`src/rtl/flappy_pkg.sv`:
```
// Shared encodings for the flappy-bird game scheduler: phase states,
// player modes and the countdown length.
package flappy_pkg;

   typedef enum logic [2:0] {
      ST_IDLE  = 3'd0,
      ST_READY = 3'd1,
      ST_RUN   = 3'd2,
      ST_PAUSE = 3'd3,
      ST_OVER  = 3'd4
   } state_t;

   localparam logic       MODE_SINGLE    = 1'b0;
   localparam logic       MODE_DOUBLE    = 1'b1;
   localparam logic [1:0] COUNTDOWN_SECS = 2'd3;

   // The datapath is held clear until play actually starts.
   function automatic logic clears_datapath(input state_t s);
      return (s == ST_IDLE) || (s == ST_READY);
   endfunction

   // Phases in which the tick prescaler is allowed to hold a non-zero phase.
   function automatic logic keeps_phase(input state_t s);
      return (s == ST_READY) || (s == ST_RUN) || (s == ST_PAUSE);
   endfunction

endpackage

```
`src/rtl/tick_prescaler.sv`:
```
// Free-running game-tick prescaler: counts while run is high, freezes
// otherwise, and clr forces the phase back to zero.
module tick_prescaler #(
   parameter int TICK_DIV = 10_000_000
) (
   input  logic clk,
   input  logic rst,
   input  logic run,
   input  logic clr,
   output logic raw_tick
);

   localparam int PC_W = (TICK_DIV > 2) ? $clog2(TICK_DIV) : 1;
   localparam logic [PC_W-1:0] PC_LAST = PC_W'(TICK_DIV - 1);
   localparam logic [PC_W-1:0] PC_ONE  = PC_W'(1);

   logic [PC_W-1:0] pc;

   assign raw_tick = (pc == PC_LAST);

   // Phase counter; clr outranks run, a frozen count keeps the tick phase.
   always_ff @(posedge clk) begin
      if (rst) begin
         pc <= {PC_W{1'b0}};
      end else if (clr) begin
         pc <= {PC_W{1'b0}};
      end else if (run) begin
         if (raw_tick) begin
            pc <= {PC_W{1'b0}};
         end else begin
            pc <= pc + PC_ONE;
         end
      end else begin
         pc <= pc;
      end
   end

endmodule

```
`src/rtl/game_sequencer.sv`:
```
// Game-phase scheduler: phase FSM, gated game tick, datapath clear,
// player-mode latch and high-score tracking.
module game_sequencer
   import flappy_pkg::*;
#(
   parameter int TICK_DIV      = 10_000_000,
   parameter int TICKS_PER_SEC = 10,
   parameter int SCORE_W       = 16
) (
   input  logic               clk,
   input  logic               rst,
   input  logic               btn_start,
   input  logic               btn_pause,
   input  logic               mode_sel,
   input  logic               fail,
   input  logic [SCORE_W-1:0] score,
   output logic               tick,
   output logic               game_clr,
   output logic [2:0]         state,
   output logic               mode,
   output logic [1:0]         countdown,
   output logic [SCORE_W-1:0] high_score,
   output logic               new_record
);

   localparam int SEC_W = (TICKS_PER_SEC > 1) ? $clog2(TICKS_PER_SEC) : 1;
   localparam logic [SEC_W-1:0] SEC_LAST = SEC_W'(TICKS_PER_SEC - 1);
   localparam logic [SEC_W-1:0] SEC_ONE  = SEC_W'(1);

   state_t cur_state;
   state_t next_state;

   logic start_q;
   logic pause_q;
   logic start_rise;
   logic pause_rise;
   logic raw_tick;
   logic pc_run;
   logic pc_clr;

   logic [SEC_W-1:0] sec_cnt;

   logic go_ready;
   logic sec_step;
   logic sec_done;
   logic cd_clear;
   logic take_record;

   assign start_rise = btn_start & ~start_q;
   assign pause_rise = btn_pause & ~pause_q;

   assign pc_run = (cur_state == ST_READY) || (cur_state == ST_RUN);
   assign pc_clr = ~keeps_phase(cur_state) | go_ready;
   assign tick   = raw_tick & (cur_state == ST_RUN);
   assign state  = cur_state;

   tick_prescaler #(
      .TICK_DIV (TICK_DIV)
   ) u_prescaler (
      .clk      (clk),
      .rst      (rst),
      .run      (pc_run),
      .clr      (pc_clr),
      .raw_tick (raw_tick)
   );

   // Button edge registers start high so a button held through reset is not a press.
   always_ff @(posedge clk) begin
      if (rst) begin
         start_q <= 1'b1;
         pause_q <= 1'b1;
      end else begin
         start_q <= btn_start;
         pause_q <= btn_pause;
      end
   end

   // Phase state register.
   always_ff @(posedge clk) begin
      if (rst) begin
         cur_state <= ST_IDLE;
      end else begin
         cur_state <= next_state;
      end
   end

   // Next-phase decode and per-cycle datapath strobes.
   always_comb begin
      next_state  = cur_state;
      go_ready    = 1'b0;
      sec_step    = 1'b0;
      sec_done    = 1'b0;
      cd_clear    = 1'b0;
      take_record = 1'b0;
      case (cur_state)
         ST_IDLE: begin
            if (start_rise) begin
               next_state = ST_READY;
               go_ready   = 1'b1;
            end else begin
               next_state = ST_IDLE;
            end
         end
         ST_READY: begin
            if (pause_rise) begin
               next_state = ST_IDLE;
               cd_clear   = 1'b1;
            end else if (raw_tick) begin
               if (sec_cnt == SEC_LAST) begin
                  sec_done = 1'b1;
                  if (countdown == 2'd1) begin
                     next_state = ST_RUN;
                  end else begin
                     next_state = ST_READY;
                  end
               end else begin
                  sec_step   = 1'b1;
                  next_state = ST_READY;
               end
            end else begin
               next_state = ST_READY;
            end
         end
         ST_RUN: begin
            if (fail) begin
               next_state  = ST_OVER;
               take_record = (score > high_score);
            end else if (pause_rise) begin
               next_state = ST_PAUSE;
            end else begin
               next_state = ST_RUN;
            end
         end
         ST_PAUSE: begin
            if (start_rise || pause_rise) begin
               next_state = ST_RUN;
            end else begin
               next_state = ST_PAUSE;
            end
         end
         ST_OVER: begin
            if (start_rise) begin
               next_state = ST_READY;
               go_ready   = 1'b1;
            end else begin
               next_state = ST_OVER;
            end
         end
         default: begin
            next_state = ST_IDLE;
         end
      endcase
   end

   // Mode latch, countdown seconds and high score; record check uses the score of the losing cycle.
   always_ff @(posedge clk) begin
      if (rst) begin
         mode       <= MODE_SINGLE;
         countdown  <= 2'd0;
         sec_cnt    <= {SEC_W{1'b0}};
         high_score <= {SCORE_W{1'b0}};
         new_record <= 1'b0;
         game_clr   <= 1'b1;
      end else begin
         game_clr <= clears_datapath(next_state);
         if (go_ready) begin
            mode       <= mode_sel;
            countdown  <= COUNTDOWN_SECS;
            sec_cnt    <= {SEC_W{1'b0}};
            new_record <= 1'b0;
         end else if (cd_clear) begin
            countdown <= 2'd0;
            sec_cnt   <= {SEC_W{1'b0}};
         end else if (sec_done) begin
            countdown <= countdown - 2'd1;
            sec_cnt   <= {SEC_W{1'b0}};
         end else if (sec_step) begin
            sec_cnt <= sec_cnt + SEC_ONE;
         end else begin
            sec_cnt <= sec_cnt;
         end
         if (take_record) begin
            high_score <= score;
            new_record <= 1'b1;
         end
      end
   end

endmodule

```
`config.mk`:
```
export PLATFORM = sky130hd
export DESIGN_NAME = game_sequencer
export DESIGN_NICKNAME = d
export VERILOG_FILES = /design/src/rtl/flappy_pkg.sv /design/src/rtl/tick_prescaler.sv /design/src/rtl/game_sequencer.sv
export SDC_FILE = /design/constraint.sdc
export NUM_CORES = 1
export LEC_CHECK = 0
export ABC_CLOCK_PERIOD_IN_PS = 2700
export CORE_UTILIZATION = 23
export CTS_CLUSTER_DIAMETER = 120
export CTS_CLUSTER_SIZE = 25
export DETAILED_ROUTE_END_ITERATION = 10
export HOLD_SLACK_MARGIN = 0.03
export PLACE_DENSITY = 0.45
export SETUP_SLACK_MARGIN = 0.3
export SLEW_MARGIN = 20
export SYNTH_ARGS = -nofsm -noshare
export SYNTH_HDL_FRONTEND = slang
export SYNTH_SLANG_ARGS = --single-unit
```
`constraint.sdc`:
```
create_clock -name clk -period 2.7 [get_ports clk]
set_clock_uncertainty 0.1 [all_clocks]
set_input_delay 0.54 -clock clk [delete_from_list [all_inputs] [get_ports clk]]
set_output_delay 0.54 -clock clk [all_outputs]
set_load 0.02 [all_outputs]
```
**Word-level counts from Yosys, hierarchy flattened**

Index checks and enable logic that the tools add are counted.

- Register bits after elaboration: 54
- Output and inout port bits: 25
- Input bits: 22
- Word-level logic and storage cells: 70

- Equal/unequal tests: 8
- Reductions and logical operators: 11
- Muxes and demuxes: 30
- Order comparisons: 1
- Bitwise operators: 7
- Add/subtract/negate cells: 3

Operators by type and width:

| cell | count |
|---|---|
| $add A24 B1 Y24 const B | 1 |
| $eq A24 B24 Y1 const B | 1 |
| $mux W24 | 1 |
| $mux W1 | 19 |
| $gt A16 B16 Y1 | 1 |
| $mux W3 | 5 |
| $pmux W3 S5 | 1 |
| $mux W2 | 4 |
| $eq A3 B1 Y1 const B | 2 |
| $eq A3 B2 Y1 const B | 2 |
| $logic_not A3 Y1 | 2 |
| $add A4 B1 Y4 const B | 1 |
| $eq A4 B4 Y1 const B | 1 |
| $logic_or A1 B1 Y1 | 4 |
| $reduce_or A2 Y1 | 2 |
| $reduce_or A4 Y1 | 1 |
| $and A1 B1 Y1 | 3 |
| $eq A3 B3 Y1 const B | 1 |
| $not A1 Y1 | 3 |
| $reduce_bool A3 Y1 | 1 |
| $eq A2 B1 Y1 const B | 1 |
| $reduce_bool A2 Y1 | 1 |
| $sub A2 B1 Y2 const B | 1 |
| $or A1 B1 Y1 | 1 |

**Logic depth before layout (Yosys ltp)**

Gate-level depths: netlist of the first run.

- Depth in word-level cells: 8
- Depth in mapped cells: 9
- Mapped depth without buffers: 7

**By module**

A second synthesis of the first run with hierarchy kept.

- Cells, all modules: 321
- Area, all modules: 2844.0 µm²

Modules (own cells, without submodules):

| module | area each (µm²) | cells an instance | times used | seq. area each (µm²) |
|---|---|---|---|---|
| game_sequencer | 1664.1 | 184 | 1 | 600.6 |
| tick_prescaler | 1179.9 | 137 | 1 | 480.5 |

**Least setup slack after synthesis of the first run**

OpenSTA, ideal clock, no wires.

- Path kind: reg-to-output
- From: register u_prescaler.pc[15]
- To: output port tick
- Arrival: 1.906 ns
- Cell stages (with the launch flop): 5
- Buffers on the path: 0
- Slack: 0.154 ns
- Required time: 2.060 ns
- Cells stage by stage: dfxtp_1 -> nor4bb_1 -> nand4_1 -> or4_1 -> nor3_1

- Cells in the longest elaborated chain, start to end: 2

Ends and longest elaborated chain:

| what | RTL line | text |
|---|---|---|
| start: declaration | tick_prescaler.sv:17 | `logic [PC_W-1:0] pc;` |
| start signal: assignment | tick_prescaler.sv:24 | `pc <= {PC_W{1'b0}};` |
| start signal: assignment | tick_prescaler.sv:26 | `pc <= {PC_W{1'b0}};` |
| start signal: assignment | tick_prescaler.sv:29 | `pc <= {PC_W{1'b0}};` |
| $eq A24 B24 Y1 | tick_prescaler.sv:19 | `assign raw_tick = (pc == PC_LAST);` |
| $and A1 B1 Y1 | game_sequencer.sv:54 | `assign tick = raw_tick & (cur_state == ST_RUN);` |
| end: declaration | game_sequencer.sv:17 | `output logic tick,` |

Every way passes these cells.

**Worst setup path in the final report of the first run**

- From: register u_prescaler.pc[22]
- To: output port tick

Same word-level chain as after synthesis.

==> results of run 1 <==
-- cell type report --
| class | instances | area share |
|---|---|---|
| inverter | 22 | 0.0175 |
| clock inverter | 3 | 0.00610 |
| tap | 176 | 0.0467 |
| clock buffer | 5 | 0.0265 |
| sequential | 54 | 0.230 |
| timing repair buffer | 112 | 0.220 |
| multi-input combinational | 289 | 0.454 |
-- layer usage --
layer	up-vias	routed length (um)	GRT usage
met1	1535	4610	0.178
met3	13	237	0.0254
met5	-	0	0
li1	1620	-	-
met2	45	4430	0.225
met4	0	158	0.0451
-- worst reg2reg max path, stage by stage, from the launching register on --
cell,delay (ns)
dfxtp_2,0.34
nor4bb_4,0.27
nand4_1,0.15
buf_4,0.16
buf_6,0.13
or4_4,0.53
or3_4,0.37
a211oi_2,0.17
-- state kept, by name, indices dropped and copies added (netlist names) --
signal / flops
countdown: 2
mode: 1
u_prescaler.pc: 24
state: 3
pause_q: 1
new_record: 1
high_score: 16
sec_cnt: 4
game_clr: 1
start_q: 1
-- worst max-delay path by stage --
stage / to / depth (start not counted) / slack (ns)
floorplan: tick / 4 / 0.30
global placement: tick / 5 / -0.06
detailed placement: tick / 5 / -0.09
CTS: tick / 4 / 0.12
global route: tick / 4 / 0.08
finish: tick / 4 / 0.15
-- logic make-up (layout without fill, tap and decap cells) --
logic type | count (synthesis) | in the layout
xor+xnor | 25 | 25
buf+inv | 43 | 142
compound gates | 72 | 72
flops | 54 | 54
fa+ha+maj | 20 | 20
mux | 2 | 2
simple gates | 170 | 170
-- power by group --
group,total [mW],internal (mW),switching [mW]
combinational,0.194,0.0927,0.101
clock,0.697,0.355,0.342
sequential,0.805,0.802,0.00329
-- cells in the final DEF (no fill, tap or decap), types with 3 or more instances in the layout --
cell type | Yosys | routed
o21a_1 | 4 | 4
a41oi_1 | 16 | 13
nor4_2 | 1 | 4
nand2b_1 | 4 | 4
xnor2_1 | 8 | 8
or2_2 | 5 | 5
buf_4 | 1 | 55
o211ai_1 | 17 | 17
dlygate4sd2_1 | 0 | 12
inv_1 | 22 | 22
and3_1 | 7 | 7
ha_1 | 20 | 13
nand3_1 | 27 | 26
o31ai_1 | 3 | 3
clkbuf_16 | 0 | 5
nor2_1 | 35 | 33
a41oi_2 | 0 | 3
nand2_1 | 31 | 31
dfxtp_1 | 54 | 51
a21oi_1 | 13 | 13
dfxtp_2 | 0 | 3
ha_4 | 0 | 7
xor2_1 | 17 | 17
nand4_1 | 30 | 30
and4_1 | 3 | 3
clkdlybuf4s50_1 | 0 | 29
nor3_1 | 7 | 6
buf_6 | 0 | 6
buf_12 | 0 | 4
o21ai_0 | 7 | 7
or3_1 | 4 | 3
dlymetal6s2s_1 | 0 | 3
-- cells in the mapped netlist (all sizes together), types with 2 or more instances --
library cell  number
dfxtp             54
nor2              35
nand2             31
nand4             30
nand3             27
inv               22
ha                20
clkbuf            17
o211ai            17
xor2              17
a41oi             16
a21oi             13
xnor2              8
and3               7
nor3               7
nor4               7
o21ai              7
or2                5
buf                4
nand2b             4
o21a               4
or3                4
and4               3
o31ai              3
a2111oi            2
nor2b              2
or4                2
-- stage by stage --
stage / cells / setup WS [ns] / cell area (um^2) / util
floorplan: 386 / 0.300 / 3170 / -
global placement: 646 / -0.0563 / 4260 / 0.320
detailed placement: 646 / -0.0869 / 4260 / 0.320
CTS: 661 / 0.125 / 4560 / 0.343
global route: 661 / 0.0800 / 4720 / 0.355
finish: 661 / 0.148 / 4720 / 0.355
-- timing repair --
action / CTS / global route
buffers inserted: 5 / 0
resized for setup: 30 / 30
pin swaps: 20 / 12
setup endpoints to repair: 17 / 39
gates cloned: 2 / 0
==> results.sh, run 1 <==
export IMPL_timing_rr_end="sec_cnt[2]"
export IMPL_cpPeakStageDelay_ns=0.54
export IMPL_ff_latch_area_mm2=0.00108
export IMPL_post_dp_hpwl_um=6620
export IMPL_yosys_warnings=0
export IMPL_holdPathStages=2
export IMPL_htreeDepth=2
export IMPL_firstDrtPassIters=4
export IMPL_drt_iter0_markers=204
export IMPL_cts_sinks=54
export IMPL_slew_viol_final=0
export IMPL_synth_distinct_cells=49
export IMPL_diodes=0
export IMPL_placementRows=42
export IMPL_setup_viol=0
export IMPL_die_h_um=119
export IMPL_ff2ff_setup_slack_ns=0.40
export IMPL_cts_root_buf="clkbuf_16"
export IMPL_tns_ns=0
export IMPL_ir_worst_vdd_mv=0.259
export IMPL_clock_fmax_mhz=392
export IMPL_viasPerCell=4.86
export IMPL_synthXorXnorAreaFrac=0.0695
export IMPL_die_area_mm2=0.0142
export IMPL_path_cells="or3b_4, or4_1, nor3_2, buf_4"
export IMPL_reg2reg_from="u_prescaler.pc[13]"
export IMPL_netlist_top_cells_area="dfxtp_1 (34%), ha_1 (7.9%), nand4_1 (6.0%)"
export IMPL_crit_family="simple AND/OR/NAND/NOR gates"
export IMPL_crit_start="u_prescaler.pc[22]"
export IMPL_grt_pass1_wl_um=15700
export IMPL_first_global_vias=3198
export IMPL_ys_seq_elements=54
export IMPL_period_needed_ns=2.55
export IMPL_clock_latency_ns=0.30
export IMPL_async_reset_ff_frac=0
export IMPL_whs_ns=0.387
export IMPL_area_growth_pct=49.8
export IMPL_vias=3213
export IMPL_ff2ff_path_depth=7
export IMPL_path_buf_inv=1
export IMPL_nets=526
export IMPL_outcome="finished clean"
export IMPL_cp_end_kind="output pin"
export IMPL_ys_seq_area_frac=0.343
export IMPL_top_level_ports=47
export IMPL_cts_reportedPaths_clkPinSlew_ns=0.08
export IMPL_cts_tree="yes"
export IMPL_grt_use_total=0.137
export IMPL_place_port_buffers=46
export IMPL_syn_inst=386
export IMPL_fin_crit_sh=0.945
export IMPL_netlist_area_mm2=0.00315
export IMPL_netlist_area_leader_share=0.343
export IMPL_cts_buffers=5
export IMPL_muxShareOfSynthArea=0.00675
export IMPL_clock_path_buffers=2
export IMPL_hold_start="u_prescaler.pc[23]"
export IMPL_worst_path_max_fanout=3
export IMPL_total_power_mw=1.70
export IMPL_grt_max_degree=25
export IMPL_postCtsHoldBufs=0
export IMPL_synth_simple_area_share=0.281
export IMPL_synth_top_family_by_area="simple AND/OR/NAND/NOR gates"
export IMPL_wl_per_cell_um=14.3
export IMPL_synth_compound_area_frac=0.167
export IMPL_avgSynthCellArea_um2=8.16
export IMPL_layout_drive_gt1_share=0.229
export IMPL_crit_slowest_cell="or4_1"
export IMPL_synth_nets=428
export IMPL_drt_drc_violations_left=0
export IMPL_rsz0062_at_grt="yes"
export IMPL_crit_required_ns=2.06
export IMPL_crit_type="reg2out"
export IMPL_hold_viol_final=0
export IMPL_gp_congestion=0.818
export IMPL_wl_um=9430
export IMPL_die_w_um=119
export IMPL_multi_input_comb_area_mm2=0.00214
export IMPL_maxCapViolCount=0
export IMPL_powerDensity_mw_per_mm2=360
export IMPL_cp_arrival_ns=1.91
export IMPL_fillers=1381
export IMPL_synth_edf_count=0
export IMPL_hp_class="reg2reg"
export IMPL_worst_pin_slew_ns=0.561
export IMPL_yosys_area_top_type="dfxtp_1"
export IMPL_power_leakage_nw=1.59
export IMPL_worstHoldEndpoint="u_prescaler.pc[23]"
export IMPL_ant_nets=0
export IMPL_yosys_most_used_dff="dfxtp_1"
export IMPL_gr_total_overflow=0
export IMPL_max_slew_margin_rel=0.622
export IMPL_initial_core_util=0.237
export IMPL_synthAdderAreaFrac=0.0795
export IMPL_antenna_found_initial=0
export IMPL_worstSetupStartpointType="register"
export IMPL_coreArea_mm2=0.0133
No activity file was read; power rests on OpenSTA's default activity.
==> run 2, diff against run 1 <==
Settings changed: CORE_UTILIZATION 23 to 29, PLACE_DENSITY 0.45 to 0.52.
==> run 2 against run 1 <==
Worst hold slack worse by 0.0013 ns. Register-to-register slack got worse by 0.23 ns. Combinational power rose by 7%. Clock-buffer cell count is the same. Final cell count shrank 4.8%. Non-clock buffer count grew 8. Power decreased by 13%. Flip-flop and latch count did not move. Sequential power about the same. First-iteration DRC count shrank 15%. Largest power group unchanged. Highest routed layer unchanged.
==> results.sh, run 2 (synthesis gave the netlist of run 1 again) <==
export IMPL_outcome="finished clean"
export IMPL_regMostFlops="u_prescaler.pc"
export IMPL_cts_reportedPaths_clkPinSlew_ns=0.10
export IMPL_final_common_cell="buf_4"
export IMPL_holdPathStages=2
export IMPL_worst_pin_slew_ns=0.541
export IMPL_wl_um=9840
export IMPL_antenna_found_initial=0
export IMPL_postCtsHoldBufs=0
export IMPL_cts_root_buf="clkbuf_8"
export IMPL_post_dp_hpwl_um=6640
export IMPL_cts_tree="yes"
export IMPL_ir_worst_vdd_mv=0.194
export IMPL_ff_latch_area_mm2=0.00109
export IMPL_fillers=1005
export IMPL_period_needed_ns=2.55
export IMPL_htreeDepth=2
export IMPL_cp_end_kind="output pin"
export IMPL_tns_ns=0
export IMPL_drt_iter0_markers=174
export IMPL_fin_crit_sh=0.946
export IMPL_hold_start="new_record"
export IMPL_wl_per_cell_um=15.6
export IMPL_worstHoldEndpoint="new_record"
export IMPL_crit_type="reg2out"
export IMPL_postPlaceCellArea_mm2=0.00421
export IMPL_drt_drc_violations_left=0
export IMPL_fin_util=0.459
export IMPL_die_w_um=106
export IMPL_vias=3320
export IMPL_multi_input_comb_area_mm2=0.00219
export IMPL_final_cell_area_mm2=0.00478
export IMPL_max_slew_margin_rel=0.634
export IMPL_slew_viol_final=0
export IMPL_crit_required_ns=2.06
export IMPL_gp_congestion=0.736
export IMPL_die_h_um=106
export IMPL_layout_common_cells="buf_4 (57), dfxtp_1 (47), nor2_1 (33)"
export IMPL_largest_reg_flops=24
export IMPL_ant_nets=0
export IMPL_clock_path_buffers=2
export IMPL_timing_rr_end="sec_cnt[2]"
export IMPL_cts_sinks=54
export IMPL_cp_arrival_ns=1.91
export IMPL_grt_max_degree=25
export IMPL_ff2ff_setup_slack_ns=0.17
export IMPL_cts_buffers=5
export IMPL_first_global_vias=3193
export IMPL_top_level_ports=47
export IMPL_grt_pass1_wl_um=15400
export IMPL_ff2ff_path_depth=9
export IMPL_powerDensity_mw_per_mm2=308
export IMPL_placementRows=37
export IMPL_hold_viol_final=0
export IMPL_diodes=0
export IMPL_initial_core_util=0.302
export IMPL_clock_latency_ns=0.31
export IMPL_firstDrtPassIters=4
export IMPL_setup_viol=0
export IMPL_rsz0062_at_grt="yes"
export IMPL_reg2reg_from="u_prescaler.pc[15]"
export IMPL_reg_largest_list="u_prescaler.pc x24, high_score x16, sec_cnt x4"
export IMPL_gr_total_overflow=0
export IMPL_coreArea_mm2=0.0104
export IMPL_place_port_buffers=46
export IMPL_maxCapViolCount=0
export IMPL_clock_fmax_mhz=391
export IMPL_worst_path_max_fanout=2
export IMPL_worstSetupStartpointType="register"
export IMPL_crit_start="u_prescaler.pc[7]"
export IMPL_total_power_mw=1.47
export IMPL_die_area_mm2=0.0113
export IMPL_layout_drive_gt1_share=0.260
export IMPL_nets=535
export IMPL_power_leakage_nw=1.71
export IMPL_area_growth_pct=51.8
export IMPL_hp_class="reg2reg"
export IMPL_grt_use_total=0.169
export IMPL_viasPerCell=5.28
run 2: changes by cell type in the layout (fill, tap and decap cells not counted), moves of 5 or more:
cell            before  now
dlygate4sd2_1       12    0
dlymetal6s2s_1       3   16
clkbuf_16            5    0
clkbuf_8             0    5
buf_6                6   12
run 2: report_power, final:
group	total, mW	switching, mW	internal (mW)
logic	0.207	0.105	0.102
clock network	0.460	0.282	0.178
registers	0.807	0.00464	0.802
run 2: worst max path at each step:
stage / endpoint / slack (ns) / depth (start not counted)
floorplan: tick / 0.30 / 4
global placement: high_score[5] / -0.41 / 8
detailed placement: high_score[4] / -0.47 / 8
CTS: tick / 0.16 / 4
global route: sec_cnt[2] / 0.03 / 9
finish: tick / 0.15 / 4
run 2: routing by layer:
metal | track usage | up-vias | wire, um
met5 | 0 | - | 0
met3 | 0.0221 | 14 | 327
met4 | 0.0486 | 0 | 214
met2 | 0.290 | 74 | 4820
li1 | - | 1643 | -
met1 | 0.219 | 1589 | 4470
run 2: worst max-delay path: stages, from the launching register on:
cell and delay [ns]:
dfxtp_2 0.33, or3b_1 0.41, or4_4 0.56, nor3_4 0.16, buf_6 0.14
run 2: cell type report:
cell class | instances | area share
Clock inverter | 2 | 0.00314
Multi-Input combinational cell | 290 | 0.459
Sequential cell | 54 | 0.228
Clock buffer | 5 | 0.0144
Inverter | 22 | 0.0173
Tap cell | 136 | 0.0356
Timing Repair Buffer | 120 | 0.242
run 2: timing repair:
action	in CTS	in global routing
setup endpoints to repair	19	47
pin swaps	11	35
gates resized for setup	30	49
buffers inserted	6	6
gates cloned	1	1
run 2: through the flow:
stage	hold slack, ns	worst slack (ns)	cells
finish	0.386	0.146	629
global route	0.404	0.0322	629
CTS	0.387	0.158	622
detailed placement	0.373	-0.471	608
global placement	0.367	-0.407	608
floorplan	0.353	0.300	386
==> run 3, diff against run 2 <==
Settings changed: SETUP_SLACK_MARGIN 0.3 to default.
==> run 3 against run 2 <==
Maximum frequency decreased by 2.4%. Sequential power about the same. Flip-flop and latch count unchanged. Setup slack got worse by 0.063 ns. Routed wire length decreased by 9.6%. Critical path depth unchanged. Die area unchanged.
==> results.sh, run 3 (synthesis gave the netlist of run 1 again) <==
export IMPL_drt_drc_violations_left=0
export IMPL_die_h_um=106
export IMPL_postCtsHoldBufs=0
export IMPL_powerDensity_mw_per_mm2=343
export IMPL_clkPwrFrac=0.333
export IMPL_coreArea_mm2=0.0104
export IMPL_top_level_ports=47
export IMPL_wl_per_cell_um=14.3
export IMPL_final_common_cell="buf_4"
export IMPL_first_global_vias=3194
export IMPL_holdPathStages=2
export IMPL_p_comb_frac=0.128
export IMPL_cts_tree="yes"
export IMPL_cts_reportedPaths_clkPinSlew_ns=0.11
export IMPL_cp_end_kind="output pin"
export IMPL_use_met1=0.203
export IMPL_ff2ff_setup_slack_ns=0.30
export IMPL_area_growth_pct=38.5
export IMPL_tns_ns=0
export IMPL_largest_reg_flops=24
export IMPL_place_port_buffers=46
export IMPL_ant_nets=0
export IMPL_die_area_mm2=0.0113
export IMPL_worst_pin_slew_ns=0.712
export IMPL_grt_pass1_wl_um=14900
export IMPL_wl_um=8890
export IMPL_cp_arrival_ns=1.98
export IMPL_outcome="finished clean"
export IMPL_fin_crit_sh=0.969
export IMPL_rsz0062_at_grt="no"
export IMPL_viasPerCell=5.23
export IMPL_layout_common_cells="buf_4 (64), dfxtp_1 (54), clkdlybuf4s50_1 (45)"
export IMPL_postPlaceCellArea_mm2=0.00421
export IMPL_clock_latency_ns=0.33
export IMPL_clock_path_buffers=2
export IMPL_grt_max_degree=34
export IMPL_regMostFlops="u_prescaler.pc"
export IMPL_grt_use_met2=0.282
export IMPL_p_int_mw=1.09
export IMPL_post_dp_hpwl_um=6640
export IMPL_worstHoldEndpoint="new_record"
export IMPL_drt_iter0_markers=107
export IMPL_gr_total_overflow=0
export IMPL_p_switching_mw=0.405
export IMPL_slew_viol_final=0
export IMPL_reg2reg_from="u_prescaler.pc[0]"
export IMPL_worstSetupStartpointType="register"
export IMPL_reg_largest_list="u_prescaler.pc x24, high_score x16, sec_cnt x4"
export IMPL_cts_root_buf="clkbuf_8"
export IMPL_power_leakage_nw=1.46
export IMPL_antenna_found_initial=0
export IMPL_timing_rr_end="sec_cnt[2]"
export IMPL_swShare=0.271
export IMPL_maxCapViolCount=0
export IMPL_worst_path_max_fanout=4
export IMPL_total_power_mw=1.50
export IMPL_die_w_um=106
export IMPL_ff2ff_path_depth=7
export IMPL_period_needed_ns=2.62
export IMPL_nets=526
export IMPL_use_met3=0.0258
export IMPL_fillers=1079
export IMPL_final_cell_area_mm2=0.00436
export IMPL_layout_drive_gt1_share=0.184
export IMPL_clock_fmax_mhz=382
export IMPL_power_frac_seq=0.539
export IMPL_hold_start="new_record"
export IMPL_diodes=0
export IMPL_hold_viol_final=0
export IMPL_hp_class="reg2reg"
export IMPL_fin_util=0.419
export IMPL_cts_sinks=54
export IMPL_firstDrtPassIters=4
export IMPL_cts_buffers=5
export IMPL_crit_type="reg2out"
export IMPL_setup_viol=0
export IMPL_max_slew_margin_rel=0.524
export IMPL_grt_use_total=0.163
export IMPL_initial_core_util=0.302
export IMPL_busiest_layer="met2"
export IMPL_vias=3245
export IMPL_htreeDepth=2
export IMPL_crit_required_ns=2.06
export IMPL_gp_congestion=0.770
export IMPL_ir_worst_vdd_mv=0.217
export IMPL_placementRows=37
-- run 3: metrics by stage --
step / setup slack (ns) / cells / hold WS, ns
CTS: 0.00303 / 620 / 0.391
global route: 0.00914 / 621 / 0.432
finish: 0.0830 / 621 / 0.386
global placement: -0.352 / 612 / 0.369
detailed placement: -0.401 / 612 / 0.374
floorplan: 0.154 / 386 / 0.353
-- run 3: what timing repair did --
action / in CTS / in global routing
endpoints found under the setup margin: 17 / 14
buffers inserted: 0 / 1
resized for setup: 9 / 6
pin swaps: 2 / 3
endpoints found under the hold margin: 0 / 0
-- run 3: metal layers --
layer | wire length, um | vias up
met5 | 0 | -
met4 | 103 | 0
met3 | 311 | 10
met2 | 4230 | 55
met1 | 4240 | 1554
li1 | - | 1626
-- run 3: critical path, cell delays in order, from the launching register on --
cell and delay (ns):
dfxtp_1 0.35, or3b_1 0.40, or4_4 0.56, nor3_4 0.20, buf_6 0.14
-- run 3: worst max path at each step --
stage | from | to | slack (ns) | depth (start not counted)
floorplan | u_prescaler.pc[15] | tick | 0.15 | 4
global placement | score[5] | high_score[0] | -0.35 | 7
detailed placement | score[5] | high_score[5] | -0.40 | 7
CTS | u_prescaler.pc[15] | tick | 0.003 | 5
global route | u_prescaler.pc[7] | tick | 0.009 | 4
finish | u_prescaler.pc[7] | tick | 0.08 | 4
-- run 3: power groups by stage --
stage               Sequential [mW]  Clock, mW  Combinational (mW)
floorplan                     0.830          0              0.0744
global placement              0.825          0               0.189
detailed placement            0.825          0               0.190
CTS                           0.807      0.522               0.192
global route                  0.808      0.550               0.210
finish                        0.807      0.499               0.192
-- run 3: cell type report --
| class | instances | area (um^2) | area share |
|---|---|---|---|
| clock buffers | 5 | 68.8 | 0.0158 |
| clock inverters | 3 | 26.3 | 0.00602 |
| inverters | 22 | 82.6 | 0.0189 |
| multi-input cells | 289 | 1950 | 0.447 |
| flip-flops and latches | 54 | 1080 | 0.248 |
| well taps | 136 | 170 | 0.0390 |
| repair buffers | 112 | 982 | 0.225 |
